## config.mk

```make
export PLATFORM = sky130hd
export DESIGN_NAME = term_cmd_decoder_flat
export DESIGN_NICKNAME = d
export VERILOG_FILES = /design/src/rtl/term_pkg.sv /design/src/rtl/term_cmd_decoder_if.sv /design/src/rtl/term_cmd_match.sv /design/src/rtl/term_cmd_decoder.sv /design/src/flat_wrapper.sv
export SDC_FILE = /design/constraint.sdc
export NUM_CORES = 1
export LEC_CHECK = 0
export ABC_AREA = 0
export CAP_MARGIN = 20
export CELL_PAD_IN_SITES_DETAIL_PLACEMENT = 1
export CELL_PAD_IN_SITES_GLOBAL_PLACEMENT = 2
export CORE_UTILIZATION = 35
export DETAILED_ROUTE_END_ITERATION = 16
export GPL_TIMING_DRIVEN = 0
export PLACE_DENSITY = 0.86
export SLEW_MARGIN = 40
export SYNTH_ARGS = -nofsm -noshare
export SYNTH_HDL_FRONTEND = slang
export SYNTH_SLANG_ARGS = --single-unit
export TNS_END_PERCENT = 5
```

## constraint.sdc

```tcl
create_clock -name clk -period 3.9 [get_ports clk]
set_input_delay 0.78 -clock clk [delete_from_list [all_inputs] [get_ports clk]]
set_output_delay 0.78 -clock clk [all_outputs]
set_load 0.05 [all_outputs]
```

## src/rtl/term_pkg.sv

```systemverilog
// Shared constants for the terminal line decoder: opcode bit indices, ASCII codes,
// FSM state encoding and the command table lookup.
package term_pkg;

  localparam int LINE_LEN = 5;
  localparam int OP_W     = 11;
  localparam int DISP_W   = 8 * LINE_LEN;

  localparam int OP_CLR  = 0;
  localparam int OP_ADD  = 1;
  localparam int OP_SUB  = 2;
  localparam int OP_MUL  = 3;
  localparam int OP_AND  = 4;
  localparam int OP_OR   = 5;
  localparam int OP_XOR  = 6;
  localparam int OP_NOT  = 7;
  localparam int OP_RXN  = 8;
  localparam int OP_LED  = 9;
  localparam int OP_HELP = 10;

  localparam logic [7:0] ASCII_CR    = 8'h0D;
  localparam logic [7:0] ASCII_BS    = 8'h08;
  localparam logic [7:0] ASCII_SPACE = 8'h20;

  typedef enum logic [1:0] {
    ST_COLLECT,
    ST_MATCH,
    ST_EMIT
  } state_t;

  // Space-padded command word for a given opcode bit. Unused indices return zero,
  // which no buffer content can ever equal (slots only hold 0x20..0x7E).
  function automatic logic [DISP_W-1:0] cmd_word(input int idx);
    case (idx)
      OP_CLR:  return "CLR  ";
      OP_ADD:  return "ADD  ";
      OP_SUB:  return "SUB  ";
      OP_MUL:  return "MUL  ";
      OP_AND:  return "AND  ";
      OP_OR:   return "OR   ";
      OP_XOR:  return "XOR  ";
      OP_NOT:  return "NOT  ";
      OP_RXN:  return "RXN  ";
      OP_LED:  return "LED  ";
      OP_HELP: return "HELP ";
      default: return '0;
    endcase
  endfunction

endpackage

```

## src/rtl/term_cmd_decoder_if.sv

```systemverilog
// Keystroke input handshake plus decoded-command outputs of the line decoder.
interface term_cmd_decoder_if;
  import term_pkg::*;

  logic [7:0]        key_ascii;
  logic              key_valid;
  logic              key_ready;
  logic [OP_W-1:0]   op_code;
  logic              op_strobe;
  logic              cmd_err;
  logic [DISP_W-1:0] display;

  modport master (
    output key_ascii, key_valid,
    input  key_ready, op_code, op_strobe, cmd_err, display
  );

  modport slave (
    input  key_ascii, key_valid,
    output key_ready, op_code, op_strobe, cmd_err, display
  );

endinterface

```

## src/rtl/term_cmd_match.sv

```systemverilog
// Combinational command lookup: one-hot hit vector for the buffered line, zero on a miss.
module term_cmd_match
  import term_pkg::*;
(
  input  logic [DISP_W-1:0] line,
  output logic [OP_W-1:0]   hit
);

  genvar gi;
  generate
    for (gi = 0; gi < OP_W; gi++) begin : g_cmp
      assign hit[gi] = (line == cmd_word(gi));
    end
  endgenerate

endmodule

```

## src/rtl/term_cmd_decoder.sv

```systemverilog
// Line-input stage: collects keystrokes, echoes the line and decodes it on CR.
// Optional backspace editing is enabled by defining TERM_BACKSPACE_EN.
module term_cmd_decoder
  import term_pkg::*;
(
  input  logic              clk,
  input  logic              reset,
  term_cmd_decoder_if.slave bus
);

  state_t            state_reg, state_next;
  logic [7:0]        slot_reg [LINE_LEN];
  logic [2:0]        count_reg, count_next;
  logic              ovf_reg, ovf_next;
  logic              match_ok_reg, match_ok_next;
  logic [OP_W-1:0]   op_code_reg, op_code_next;
  logic [OP_W-1:0]   hit;
  logic [DISP_W-1:0] line;

  logic       accept;
  logic       printable;
  logic [7:0] key_up;
  logic       store_en;
  logic       bs_del;
  logic       clear_line;

  assign accept    = bus.key_valid && (state_reg == ST_COLLECT);
  assign printable = (bus.key_ascii >= 8'h20) && (bus.key_ascii <= 8'h7E);
  assign key_up    = ((bus.key_ascii >= 8'h61) && (bus.key_ascii <= 8'h7A)) ?
                     (bus.key_ascii - 8'h20) : bus.key_ascii;

  genvar gi;
  generate
    for (gi = 0; gi < LINE_LEN; gi++) begin : g_slot
      always_ff @(posedge clk) begin
        if (reset || clear_line) begin
          slot_reg[gi] <= ASCII_SPACE;
        end else if (store_en && (count_reg == 3'(gi))) begin
          slot_reg[gi] <= key_up;
        end else if (bs_del && (count_reg == 3'(gi + 1))) begin
          slot_reg[gi] <= ASCII_SPACE;
        end
      end
      assign line[DISP_W-1-8*gi -: 8] = slot_reg[gi];
    end
  endgenerate

  term_cmd_match u_match (
    .line (line),
    .hit  (hit)
  );

  always_ff @(posedge clk) begin
    if (reset) begin
      state_reg    <= ST_COLLECT;
      count_reg    <= '0;
      ovf_reg      <= 1'b0;
      match_ok_reg <= 1'b0;
      op_code_reg  <= '0;
    end else begin
      state_reg    <= state_next;
      count_reg    <= count_next;
      ovf_reg      <= ovf_next;
      match_ok_reg <= match_ok_next;
      op_code_reg  <= op_code_next;
    end
  end

  always_comb begin
    state_next    = state_reg;
    count_next    = count_reg;
    ovf_next      = ovf_reg;
    match_ok_next = match_ok_reg;
    op_code_next  = op_code_reg;
    store_en      = 1'b0;
    bs_del        = 1'b0;
    clear_line    = 1'b0;
    case (state_reg)
      ST_COLLECT: begin
        if (accept) begin
          if (bus.key_ascii == ASCII_CR) begin
            state_next = ST_MATCH;
          end else if (printable) begin
            if (count_reg == 3'(LINE_LEN)) begin
              ovf_next = 1'b1;
            end else begin
              store_en   = 1'b1;
              count_next = count_reg + 3'd1;
            end
          end
`ifdef TERM_BACKSPACE_EN
          else if (bus.key_ascii == ASCII_BS) begin
            // An overflowed line only loses its overflow mark; the stored five stay.
            if (ovf_reg) begin
              ovf_next = 1'b0;
            end else if (count_reg != 3'd0) begin
              bs_del     = 1'b1;
              count_next = count_reg - 3'd1;
            end
          end
`endif
        end
      end
      ST_MATCH: begin
        // An empty line is all spaces and therefore never hits the table.
        match_ok_next = (|hit) && !ovf_reg;
        if ((|hit) && !ovf_reg) begin
          op_code_next = hit;
        end
        state_next = ST_EMIT;
      end
      ST_EMIT: begin
        clear_line = 1'b1;
        count_next = '0;
        ovf_next   = 1'b0;
        state_next = ST_COLLECT;
      end
      default: begin
        state_next = ST_COLLECT;
      end
    endcase
  end

  assign bus.key_ready = (state_reg == ST_COLLECT);
  assign bus.op_strobe = (state_reg == ST_EMIT) && match_ok_reg;
  assign bus.cmd_err   = (state_reg == ST_EMIT) && !match_ok_reg;
  assign bus.op_code   = op_code_reg;
  assign bus.display   = line;

endmodule

```

## src/flat_wrapper.sv

```systemverilog
// flat-port wrapper written by rule: the top's interface ports become plain ports
module term_cmd_decoder_flat import term_pkg::*;
  (clk, reset, bus_key_ascii, bus_key_valid, bus_key_ready, bus_op_code, bus_op_strobe, bus_cmd_err, bus_display);
  term_cmd_decoder_if bus_i ();
  input  logic clk;
  input  logic reset;
  input wire logic [$bits(bus_i.key_ascii)-1:0] bus_key_ascii;
  input wire logic [$bits(bus_i.key_valid)-1:0] bus_key_valid;
  output wire logic [$bits(bus_i.key_ready)-1:0] bus_key_ready;
  output wire logic [$bits(bus_i.op_code)-1:0] bus_op_code;
  output wire logic [$bits(bus_i.op_strobe)-1:0] bus_op_strobe;
  output wire logic [$bits(bus_i.cmd_err)-1:0] bus_cmd_err;
  output wire logic [$bits(bus_i.display)-1:0] bus_display;
  assign bus_i.key_ascii = bus_key_ascii;
  assign bus_i.key_valid = bus_key_valid;
  assign bus_key_ready = bus_i.key_ready;
  assign bus_op_code = bus_i.op_code;
  assign bus_op_strobe = bus_i.op_strobe;
  assign bus_cmd_err = bus_i.cmd_err;
  assign bus_display = bus_i.display;
  term_cmd_decoder u_core (.clk(clk), .reset(reset), .bus(bus_i));
endmodule
```

# Yosys cells after proc, flatten, opt, wreduce, memory -nomap -nowiden
# Memory sizes are Yosys's and may differ from the RTL's.
# Index checks and enable logic that the tools add are counted.
# Widths: inputs -> output; s select.
# op_classes
addsub,2
magnitude_cmp,4
eq_ne,25
n_mux,42
bitwise_logic,5
n_reduce_logical,22
# ops
op,count
$eq 40x39->1 const B,11
$mux 8,6
$mux 1,27
$le 8x7->1 const B,2
$mux 3,4
$logic_and 1x1->1,11
$reduce_or 11->1,1
$reduce_and 5->1,2
$eq 8x4->1 const B,1
$ge 8x6->1 const B,1
$ge 8x7->1 const B,1
$ne 2x1->1 const B,4
$sub 8x6->8 const B,1
$eq 3x2->1 const B,2
$eq 3x3->1 const B,2
$pmux 3 s2,1
$or 1x1->1,5
$mux 2,2
$ne 2x2->1 const B,2
$pmux 2 s2,1
$reduce_and 2->1,2
$add 3x1->3 const B,1
$eq 3x1->1 const B,1
$logic_not 3->1,1
other kinds (7),8
# word_totals
reg_bits,18
mem_bits_rw,40
in_bits,11
out_inout_bits,54
elab_cells,106
n_memories,1
# mem_list
memory,depth,word_bits,rd,rd_ports_with_merged_regs,write_ports,line_no,text
u_core.slot_reg,5,8,5,0,5,term_cmd_decoder.sv:12,logic [7:0] slot_reg [LINE_LEN];

# Logic depth before layout (Yosys ltp)
# Gate-level depths: netlist of run 1.
# logic_depth
depth_word,11
ltp_mapped,8
depth_no_buf,7

# By module
# Synthesis of run 1 repeated with hierarchy kept, for this count alone.
# unflattened
hier_cells,273
hier_area_um2,3035.4
# modules_own_cells
module,instances,cells_per_inst,area_each_um2
term_cmd_decoder,1,210,2547.4
term_cmd_match,1,63,488.0

# Worst setup path before layout of run 1
# No wires, ideal clock.
# synth_path
path_kind,reg2reg
from,memory u_core.slot_reg[4][4]
to,register u_core.op_code_reg[10] (netlist: u_core.bus.op_code[10])
setup_time_ns,0.141
t_arrival_ns,2.635
required_time_ns,3.759
setup_slack_ns,1.124
path_stages_with_launch,7
synth_period_minus_slack_ns,2.776
path_cell_list,edfxtp_1 -> or4b_4 -> or4_1 -> or4_1 -> o2111a_1 -> nand4b_1 -> o221ai_1
# synth_rtl
element,line_no,text
start: declaration,term_cmd_decoder.sv:12,
end signal: assignment,term_cmd_decoder.sv:65,op_code_reg <= op_code_next;
end: declaration,term_cmd_decoder.sv:16,"logic [OP_W-1:0] op_code_reg, op_code_next;"

==> run metrics, run 1 <==
Yosys top cell by area=edfxtp_1; Max-Cap Viols=0; part of the power in registers=49.3%; Slew @ Worst Pin=827 ps; CTS tree=done; NetSw=467 µW; Synth top area share=36.2%; Pins Over Slew Limit=0; aggregate global routing overflow=0; Netlist cell types=62; CTS resizes=0; Mapped Avg Cell Area=10.1 µm²; core area=0.00920 mm²; I/O Buffers=64; syn_nets=347; Post-synth EDFFs=40; crit path DAT=3190 ps; Post-CTS Setup Bufs=0; Reg clk slew, reported paths=70 ps; CTS Buffer Depth=2; DRC violations left=0; CP startpoint kind=input port; Pwr Density=345 mW/mm²; ANT nets after route=0; FILL cells=1064; vias in the first global route=3088; Net count, final=422; Max Clk Rate=330 MHz; die width=99.4 µm; Post-synth top cells=edfxtp_1, nand2_1, nor2_1; internal power=1010 µW; vias per cell=5.81; Setup Skew=9.55 ps; type of the worst setup path=in -> reg; Comb pwr share=18.7%; Placed Instances=503; DR iter-0 viols=91; Pre-antenna DRT Iters=7; Final WS setup=867 ps; Inserted Clock Buffers=9; Synth-to-Final Area Change=29.0%; die height=99.4 µm; critical path fanouts, max=10; P_leak=0.00147 µW; RR Startpoint=u_core.slot_reg[1][5]$_SDFFCE_PN1P_; largest net degree at the start of global routing=12; Die Footprint=0.00987 mm²; post-DR wirelength/cell=20.1 µm; Post-Route WL=10500 µm; number of H-tree levels=3; clk root buf=clkbuf_8; Routability Congestion=0.834; # IOs=65; Post-Syn Area=0.00332 mm²; switching share of power=31.6%; hold slack=469 ps; Clock Sinks=58; Tcrit/Tclk final=77.8%; worst vdd ir=0.198 mV; Final min period=3030 ps; Hold-fix buffers, CTS=0; Synth Instances=328; initial antenna violation count=0; # diodes=0; unrepaired setup endpoints after global routing=false; clk_lat worst skew=320 ps; max reg flops=40; Synth Register Bits=58; top-count cell post-synth=edfxtp_1; ranking of synthesized cells by area=edfxtp_1, dfxtp_1, nand2_1; Seq/Total Area, Yosys=47.1%; Hold Vio Cnt, Final=0; Setup Viol. Count Final=0; clock share of power=32.0%; final std cells w/o fill=519; Place WS=499 ps; Post-synth ARST share=0%; Required @ worst endpoint=4060 ps; layout cells sized above 1=10.3%; crit path from=bus_key_ascii[0]; Vias=3014; Initial Util=36.1%; Worst setup EP type=register; outcome=finished clean; Hold Path Origin=u_core.bus.op_code[5]$_SDFFE_PP0P_; synth warn=0; slew margin rel.=44.4%; global-route wire length before repair=16500 µm; Worst Hold Class=reg -> reg; Top FF cell, synth=edfxtp_1; setup_tns=0 ps; DP HPWL=8050 µm; GRT Total Usage=22.1%; # rows=35
==> power groups by stage <==
stage               sequential [µW]  combinational (µW)  clock [µW]
finish                          727                 276         473
global route                    730                 292         517
CTS                             726                 277         487
detailed placement              739                 276           0
global placement                737                 271           0
floorplan                       824                79.4           0
==> final cells by class <==
class / count / area (µm²) / area share [%]
Buffer: 9 / 38.8 / 0.907
Inverter: 10 / 37.5 / 0.877
Tap cell: 111 / 139 / 3.25
Multi-Input combinational cell: 251 / 1690 / 39.5
Clock inverter: 7 / 45.0 / 1.05
Timing Repair Buffer: 64 / 641 / 15.0
Sequential cell: 58 / 1560 / 36.5
Clock buffer: 9 / 124 / 2.90
==> per-stage QoR <==
| stage | util, % | power [µW] | area (µm²) |
|---|---|---|---|
| after detailed placement | 44.7 | 1010 | 4110 |
| after CTS | 46.5 | 1490 | 4280 |
| after global placement | 44.5 | 1010 | 4100 |
| after global routing | 46.5 | 1540 | 4280 |
| after floorplan | - | 903 | 3320 |
| final | 46.5 | 1480 | 4280 |
==> layer usage <==
layer	GRT usage [%]	vias to the layer above	wire (µm)
met2	38.6	94	5160
li1	-	1422	-
met1	27.3	1483	4710
met4	7.01	0	177
met5	0	-	0
met3	4.50	15	410
==> path summary, 6_finish.rpt <==
kind	to	slack [ps]	cells after the start
max	u_core.slot_reg[2][7]$_SDFFCE_PN0P_	870	8
min	u_core.bus.op_code[5]$_SDFFE_PP0P_	470	2
max reg2reg	u_core.bus.op_code[3]$_SDFFE_PP0P_	1070	7
min reg2reg	u_core.bus.op_code[5]$_SDFFE_PP0P_	470	2
==> logic make-up after synthesis <==
logic type,share of synthesized area (%)
flops,47.1
mux,0.302
buf+inv,2.30
compound gates,8.64
simple gates,38.7
fa+ha+maj,3.02
==> layout by cell type (no fill, tap or decap), types with 3 or more instances in the layout <==
cell type and n:
and3_1 17, edfxtp_1 40, a21oi_1 6, clkdlybuf4s50_1 64, nand2b_1 11, nor4b_1 6, or3_1 3, nand4b_1 8
or2_2 3, o21ai_1 4, nor4_1 11, ha_1 8, nand4_1 12, and2_1 15, nand2_1 36, nand3_1 8
a31oi_1 5, nor2_1 30, clkinvlp_4 3, clkbuf_8 9, clkbuf_1 7, inv_1 10, or4b_2 5, or4_1 7
dfxtp_1 18, nor3_1 8
==> critical path: stages <==
cell and delay [ps]:
clkdlybuf4s50_1 600, nor3_1 380, a31o_2 230, and4_1 300
and3_1 220, clkbuf_1 380, nand2_1 140, nor2_1 160
Power figures use the tool's default switching activity.
==> inputs of run 2 (changes only) <==
Settings changed: CORE_UTILIZATION 35 to 33, PLACE_DENSITY 0.86 to 0.82.
Clock period 3.9 ns to 3.1 ns, I/O delays scaled along.
==> run metrics, run 2 (same netlist as run 1, synthesis figures left out) <==
CTS Buffer Depth=2; Clock Sinks=58; FILL cells=1135; vias in the first global route=3059; # rows=36; Reg2Reg Setup Slack=250 ps; Reg clk slew, reported paths=70 ps; clk root buf=clkbuf_8; max reg flops=40; RR Startpoint=u_core.slot_reg[1][4]$_SDFFCE_PN0P_; CP startpoint kind=input port; # diodes=0; Pwr Density=430 mW/mm²; Worst Hold Class=reg -> reg; Pre-antenna DRT Iters=4; most common cell after layout, fill and taps aside=clkdlybuf4s50_1; layout cells sized above 1=10.3%; CTS resizes=0; core area=0.00977 mm²; Hold-fix buffers, CTS=0; Net count, final=422; DR iter-0 viols=85; global-route wire length before repair=16300 µm; Hold Path Origin=u_core.bus.op_code[3]$_SDFFE_PP0P_; slew margin rel.=49.1%; CTS tree=done; critical path fanouts, max=10; aggregate global routing overflow=0; ANT nets after route=0; worst vdd ir=0.186 mV; DRC violations left=0; initial antenna violation count=0; vias per cell=5.55; Post-CTS Setup Bufs=0; Post-Route WL=10500 µm; Die Footprint=0.0105 mm²; Max Clk Rate=349 MHz; Initial Util=33.9%; clk_lat worst skew=340 ps; Placed Instances=525; I/O Buffers=64; type of the worst setup path=in -> reg; die width=102 µm; Pins Over Slew Limit=0; commonest non-fill, non-tap cells in the layout=clkdlybuf4s50_1, edfxtp_1, nand2_1, nor2_1, dfxtp_1; unrepaired setup endpoints after global routing=false; Setup Viol. Count Final=0; setup_tns=0 ps; met3 routed WL=428 µm; DRT met1 WL=4580 µm; Required @ worst endpoint=3270 ps; crit path DAT=3040 ps; P_leak=0.00146 µW; metal2 WL=5190 µm; Max-Cap Viols=0; outcome=finished clean; Setup Skew=13.8 ps; Tcrit/Tclk final=92.5%; Slew @ Worst Pin=757 ps; Max Used Layer=met4; Final min period=2870 ps; largest net degree at the start of global routing=11; Hold Vio Cnt, Final=0; Worst setup EP type=register; # IOs=65; DP HPWL=8000 µm; number of H-tree levels=3; Inserted Clock Buffers=9; Synth-to-Final Area Change=29.7%; die height=102 µm; Routability Congestion=0.896; final std cells w/o fill=541; GRT Total Usage=21.2%; post-DR wirelength/cell=19.3 µm; Storage cell area=0.00156 mm²; crit path from=bus_key_ascii[0]; multi-input logic area=0.00170 mm²; Vias=3004
-- run 2: critical path, stage by stage --
cell and delay (ps):
clkdlybuf4s50_1 590, nor3_1 360, a31o_2 230, and4_1 310
and3_1 230, clkbuf_1 390, nand2_1 140, nor2_1 170
-- run 2: power breakdown --
| part | total, µW | switching (µW) | internal (µW) |
|---|---|---|---|
| Combinational | 347 | 232 | 115 |
| Sequential | 913 | 45.4 | 868 |
| Clock | 588 | 305 | 282 |
| Total | 1850 | 583 | 1270 |
-- run 2: worst paths after layout --
check | to | cells after the start
setup / recovery | u_core.slot_reg[2][7]$_SDFFCE_PN0P_ | 8
setup reg to reg | u_core.bus.op_code[3]$_SDFFE_PP0P_ | 7
hold reg to reg | u_core.bus.op_code[3]$_SDFFE_PP0P_ | 2
hold / removal | u_core.bus.op_code[3]$_SDFFE_PP0P_ | 2
-- run 2: through the flow --
step	util, %	cell area, µm²	setup slack [ps]	power (µW)	hold slack [ps]
6_report	44.0	4300	232	1850	464
4_1_cts	43.9	4290	216	1870	473
3_3_place_gp	42.2	4120	-85.6	1270	459
2_1_floorplan	-	3320	324	1140	467
3_5_place_dp	42.3	4130	-135	1280	462
5_1_grt	44.0	4300	94.4	1920	492
-- run 2: layer usage --
layer / global-route usage, % / vias up
li1: - / 1421
met1: 25.8 / 1468
met2: 37.1 / 95
met3: 3.28 / 20
met4: 9.45 / 0
met5: 0 / -
-- run 2: layout make-up --
| cell class | instances | area share (%) |
|---|---|---|
| Clock buffer | 10 | 2.97 |
| Buffer | 9 | 0.901 |
| Timing Repair Buffer | 64 | 14.9 |
| Sequential cell | 58 | 36.3 |
| Tap cell | 133 | 3.87 |
| Clock inverter | 6 | 0.785 |
| Inverter | 10 | 0.872 |
| Multi-Input combinational cell | 251 | 39.4 |
